File: src/rtl/abs_sample_collector.sv
// ---------------------------------------------------------------------------
// abs_sample_collector
//
// Collects one signed 16-bit sample per channel (8 channels, any arrival
// order), converts each to a saturated 15-bit absolute value and, once all
// eight channels of a frame have arrived, publishes them together on
// abs_sample_concat with a one-cycle frame_valid pulse. After WARMUP_FRAMES
// complete frames sample_core_done asserts. A repeated channel within a frame
// or a frame that takes TIMEOUT_CYCLES cycles without completing locks the
// block in ERROR until reset.
//
// Parameters
//   WARMUP_FRAMES     frames needed before sample_core_done (1..255)
//   TIMEOUT_CYCLES    max cycles from a frame's first sample to completion
//                     (8..65535)
// Ports
//   clk               rising-edge system clock
//   resetn            asynchronous active-low reset
//   enable            level; high runs the collector, low returns to IDLE
//   sample_valid      sample_ch/sample_data valid this cycle
//   sample_ch         channel index 0..7
//   sample_data       signed two's-complement sample
//   abs_sample_concat channel i absolute value at bits [15i+14:15i]
//   frame_valid       one-cycle pulse when abs_sample_concat updates
//   sample_core_done  level; warmup complete
//   err_dup_ch        sticky; channel repeated within a frame
//   err_timeout       sticky; frame did not complete in time
// ---------------------------------------------------------------------------
module abs_sample_collector #(
    parameter int unsigned WARMUP_FRAMES  = 4,
    parameter int unsigned TIMEOUT_CYCLES = 64
) (
    input  logic         clk,
    input  logic         resetn,
    input  logic         enable,
    input  logic         sample_valid,
    input  logic [2:0]   sample_ch,
    input  logic [15:0]  sample_data,
    output logic [119:0] abs_sample_concat,
    output logic         frame_valid,
    output logic         sample_core_done,
    output logic         err_dup_ch,
    output logic         err_timeout
);

    typedef enum logic [1:0] {
        IDLE,
        WARMUP,
        RUNNING,
        ERROR
    } state_t;

    // The timeout fires on the edge where the counter would reach
    // TIMEOUT_CYCLES, i.e. TIMEOUT_CYCLES edges after the first sample.
    localparam logic [15:0] TMO_LAST  = 16'(TIMEOUT_CYCLES - 1);
    localparam logic [7:0]  WARM_LAST = 8'(WARMUP_FRAMES);

    state_t         state_q;
    logic [7:0]     mask_q;
    logic [15:0]    tmo_q;
    logic [7:0]     frame_cnt_q;
    logic [14:0]    shadow_q [8];
    logic [119:0]   concat_q;
    logic           fv_q;
    logic           done_q;
    logic           dup_err_q;
    logic           tmo_err_q;

    // Combinational helpers for the current cycle's sample
    logic [14:0]    neg_d;
    logic [14:0]    abs_d;
    logic [7:0]     onehot_d;
    logic [7:0]     mask_d;
    logic           dup_d;
    logic           accept_d;
    logic           complete_d;
    logic           tmo_hit_d;
    logic [7:0]     frame_cnt_d;
    logic           warm_last_d;
    logic [119:0]   frame_d;

    always_comb begin
        // 15-bit negation of the low bits equals the low bits of the full
        // negation; only -32768 needs saturating.
        neg_d = (~sample_data[14:0]) + 15'd1;
        if (!sample_data[15]) begin
            abs_d = sample_data[14:0];
        end else if (sample_data == 16'h8000) begin
            abs_d = 15'h7FFF;
        end else begin
            abs_d = neg_d;
        end

        onehot_d    = 8'd1 << sample_ch;
        mask_d      = mask_q | onehot_d;
        dup_d       = sample_valid && mask_q[sample_ch];
        accept_d    = sample_valid && !mask_q[sample_ch];
        complete_d  = accept_d && (mask_d == 8'hFF);
        tmo_hit_d   = (mask_q != 8'h00) && (tmo_q == TMO_LAST);
        frame_cnt_d = frame_cnt_q + 8'd1;
        warm_last_d = (frame_cnt_d == WARM_LAST);

        // Completed frame includes the sample being accepted this edge
        frame_d = '0;
        for (int unsigned i = 0; i < 8; i++) begin
            frame_d[15*i +: 15] = (3'(i) == sample_ch) ? abs_d : shadow_q[i];
        end
    end

    always_ff @(posedge clk or negedge resetn) begin
        if (!resetn) begin
            state_q     <= IDLE;
            mask_q      <= '0;
            tmo_q       <= '0;
            frame_cnt_q <= '0;
            concat_q    <= '0;
            fv_q        <= 1'b0;
            done_q      <= 1'b0;
            dup_err_q   <= 1'b0;
            tmo_err_q   <= 1'b0;
            for (int unsigned i = 0; i < 8; i++) begin
                shadow_q[i] <= '0;
            end
        end else begin
            fv_q <= 1'b0;
            case (state_q)
                IDLE: begin
                    if (enable) begin
                        state_q     <= WARMUP;
                        mask_q      <= '0;
                        tmo_q       <= '0;
                        frame_cnt_q <= '0;
                    end
                end

                WARMUP, RUNNING: begin
                    if (!enable) begin
                        state_q     <= IDLE;
                        mask_q      <= '0;
                        tmo_q       <= '0;
                        frame_cnt_q <= '0;
                        done_q      <= 1'b0;
                    end else if (dup_d || (tmo_hit_d && !complete_d)) begin
                        // Completion beats timeout; dup and timeout together
                        // raise both flags.
                        state_q <= ERROR;
                        if (dup_d) begin
                            dup_err_q <= 1'b1;
                        end
                        if (tmo_hit_d) begin
                            tmo_err_q <= 1'b1;
                        end
                    end else begin
                        if (complete_d) begin
                            tmo_q <= '0;
                        end else if (mask_q != 8'h00) begin
                            tmo_q <= tmo_q + 16'd1;
                        end

                        if (accept_d) begin
                            shadow_q[sample_ch] <= abs_d;
                            mask_q <= complete_d ? 8'h00 : mask_d;
                        end

                        if (complete_d) begin
                            concat_q <= frame_d;
                            fv_q     <= 1'b1;
                            if (state_q == WARMUP) begin
                                frame_cnt_q <= frame_cnt_d;
                                if (warm_last_d) begin
                                    done_q  <= 1'b1;
                                    state_q <= RUNNING;
                                end
                            end
                        end
                    end
                end

                ERROR: begin
                    // Terminal until reset
                end

                default: begin
                    state_q <= IDLE;
                end
            endcase
        end
    end

    assign abs_sample_concat = concat_q;
    assign frame_valid       = fv_q;
    assign sample_core_done  = done_q;
    assign err_dup_ch        = dup_err_q;
    assign err_timeout       = tmo_err_q;

endmodule

File: config.mk
export PLATFORM = sky130hd
export DESIGN_NAME = abs_sample_collector
export DESIGN_NICKNAME = d
export VERILOG_FILES = /design/src/rtl/abs_sample_collector.sv
export SDC_FILE = /design/constraint.sdc
export NUM_CORES = 1
export LEC_CHECK = 0
export CAP_MARGIN = 25
export CORE_ASPECT_RATIO = 1.5
export CORE_MARGIN = 2
export CORE_UTILIZATION = 51
export DETAILED_ROUTE_END_ITERATION = 10
export PLACE_DENSITY = 0.89
export SETUP_SLACK_MARGIN = 0.1
export SYNTH_ARGS = -nofsm -noshare
export SYNTH_HDL_FRONTEND = slang
export SYNTH_SLANG_ARGS = --single-unit
File: constraint.sdc
create_clock -name clk -period 2.45 [get_ports clk]
set_input_delay 0.3675 -clock clk [delete_from_list [all_inputs] [get_ports clk]]
set_output_delay 0.3675 -clock clk [all_outputs]
set_load 0.03 [all_outputs]
==> out/qor.yml, run 1 <==
setup_viol: 0
drive_above_1_share_pct: 14.7
die_w_um: 133
vdd_ir_drop_max_mv: 0.628
dr.pass1.iters: 6
met1_length_um: 13500
fin_util_pct: 68.1
max_slew_margin_pct: 58.2
rows: 70
routed.top_layer: "met4"
placed_cell_area_mm2: 0.0155
grt_pass1_vias: 11700
ant_nets: 0
outcome: "finished, final reports clean"
seqCellArea_mm2: 0.00696
cp_max_fo: 15
reg2reg_to: "tmo_q[1]$_DFFE_PN0P_"
synthFlopType: "dfrtp_1"
ys_types: 71
r2r_setup_slack_ns: 0.09
initial_core_util_pct: 52.0
core-area_mm2: 0.0245
min_period_ns: 2.38
dp_hpwl_um: 24600
place_congestion: 0.877
fmax_ghz: 0.420
drv_slew: 0
diodes: 0
cp.arrival_ns: 2.78
dr_wl_met3_um: 2590
dp_cells: 1898
clk_latency_ns: 0.53
cts.sinks: 278
syn2layout_area_growth_pct: 30.9
synthesis.nets: 1438
cp.required_ns: 2.85
cts_tree: "built"
cts.reportedPaths.clkPinSlew_ns: 0.06
pwr_density_cell_mw_per_mm2: 796
r2r_start: "mask_q[2]$_DFFE_PN0P_"
fin_nets: 1654
hold_ws_ns: 0.332
portBuffers: 146
netlist_instances: 1407
cts_buffers: 26
layout.cells.non_filler: 1965
avgSynthCellArea_um2: 9.07
design_power_total_mw: 13.3
endpoint_kind: "flip-flop"
fin_skew_ns: 0.00960
drtIter0Drc: 1245
avgViaCountPerCell: 5.94
setup_slack_ns: 0.0688
dieArea_mm2: 0.0263
antenna_found_initial: 0
synth.cell_area_mm2: 0.0128
worst_slew_pin_slew_ns: 0.628
synthArstFlopShare_pct: 100
dr_wl_met2_um: 19200
criticalPathCategory: "in -> reg"
start_kind: "primary input"
ys_seq_area_share_pct: 54.5
wl_per_cell_um: 19.3
grt_max_degree: 86
power_leakage_nw: 7.68
clock-root-buffer: "clkbuf_16"
hp-class: "in -> async"
cts_htree_levels: 1
drc: 0
multi_input_area_mm2: 0.00542
reg2reg_depth: 10
fillers: 1728
finalSetupTns_ns: 0
overflow: 0
hold_viol_final: 0
grt_usage_pct: 28.3
cts_buffer_depth: 3
io_pins: 147
finalCritPeriodShare_pct: 97.2
final_cell_area_mm2: 0.0167
wirelength_um: 37900
cap_violations: 0
dpl_worst_slack_ns: -0.504
die_h_um: 198
ys_ff_latch: 278
grt_pass1_wl_um: 59600
yosysWarnings: 0
dr_total_vias: 11700
synth_edf_count: 0
[Yosys cell counts, types with 8 or more instances]
library cell | instances | area share, %
ha_1 | 8 | 0.78
o211ai_1 | 25 | 1.5
nor3_1 | 8 | 0.31
dfrtp_1 | 278 | 55
clkbuf_1 | 80 | 2.4
a31oi_1 | 11 | 0.54
and3_1 | 13 | 0.64
a21o_1 | 28 | 1.6
nand3_1 | 38 | 1.5
o21ai_1 | 17 | 0.67
and2_1 | 10 | 0.49
a211oi_1 | 31 | 1.8
nand2_1 | 247 | 7.3
a21oi_1 | 58 | 2.3
buf_2 | 16 | 0.63
inv_1 | 18 | 0.53
nor2_1 | 142 | 4.2
o21a_1 | 10 | 0.59
o31ai_1 | 9 | 0.53
o21ai_0 | 245 | 9.6
[routing by layer]
layer,up-vias,global-route usage [%]
met5,-,0
met4,0,18.6
met3,185,3.54
met2,615,49.1
met1,5589,33.1
li1,5275,-
[state kept, by name (all words and copies together) (netlist names), 2 cells and up]
signal,cells
frame_cnt_q,8
state_q,2
tmo_q,16
abs_sample_concat,120
mask_q,8
shadow_q,120
[area by class of cell]
cell class | count | share of cell area (%)
clock buffer | 38 | 4.53
clock inverter | 8 | 0.420
inverter | 19 | 0.442
multi-input combinational | 1001 | 32.5
sequential | 278 | 41.7
tap | 324 | 2.43
timing repair buffer | 297 | 18.0
[power by group]
part | internal (mW) | switching (mW) | total (mW)
registers | 5.62 | 0.635 | 6.25
clock network | 2.24 | 1.72 | 3.96
logic | 1.26 | 1.83 | 3.09
[logic make-up (layout without fill, tap and decap cells)]
group                    Yosys count  count (layout)  share of synthesized area [%]
AO/OA/AOI/OAI                    466             466                           21.5
XOR/XNOR                          10              10                          0.687
adder cells (fa/ha/maj)            8               8                          0.785
buffers and inverters            128             362                           4.37
flip-flops                       278             278                           54.5
multiplexers                       5               5                          0.412
AND/OR/NAND/NOR                  512             512                           17.7
[layout by cell type (no fill, tap or decap), types with 29 or more instances in the layout]
| cell type | n |
|---|---|
| a21oi_1 | 57 |
| clkdlybuf4s50_1 | 143 |
| a211oi_1 | 29 |
| nor2_1 | 139 |
| nand2_1 | 246 |
| dfrtp_1 | 276 |
| buf_4 | 115 |
| o21ai_0 | 243 |
| nand3_1 | 36 |
[worst max-delay path by stage]
stage,cells past startpoint,end,from
3_5_place_dp,7,shadow_q[39]$_DFFE_PN0P_,sample_data[2]
6_report,13,shadow_q[94]$_DFFE_PN0P_,sample_ch[2]
2_1_floorplan,10,state_q[0]$_DFFE_PN0P_,sample_ch[2]
4_1_cts,12,shadow_q[94]$_DFFE_PN0P_,sample_ch[1]
3_3_place_gp,7,shadow_q[39]$_DFFE_PN0P_,sample_data[2]
5_1_grt,9,state_q[1]$_DFFE_PN0P_,mask_q[2]$_DFFE_PN0P_
[what timing repair did]
action / in CTS / in global routing
gates cloned: 1 / 2
buffers inserted: 8 / 9
hold endpoints to repair: 42 / 0
hold buffers: 1 / 0
pin swaps: 8 / 5
gates resized for setup: 11 / 29
setup endpoints to repair: 190 / 186
[critical path, stage by stage]
cell	delay (ns)
clkdlybuf4s50_1	0.41
buf_6	0.16
buf_4	0.15
nor4b_2	0.31
o22ai_1	0.19
nor4_4	0.21
buf_4	0.20
buf_4	0.12
o211ai_1	0.07
buf_4	0.18
bufbuf_16	0.28
nand2_1	0.06
o21ai_0	0.07
(Power assumes the default switching activity.)
==> run 2, diff against run 1 <==
- CTS_CLUSTER_DIAMETER: default -> 80
==> results of run 2 <==
Same layout as run 1: the final DEF is identical, and so are final timing and power.
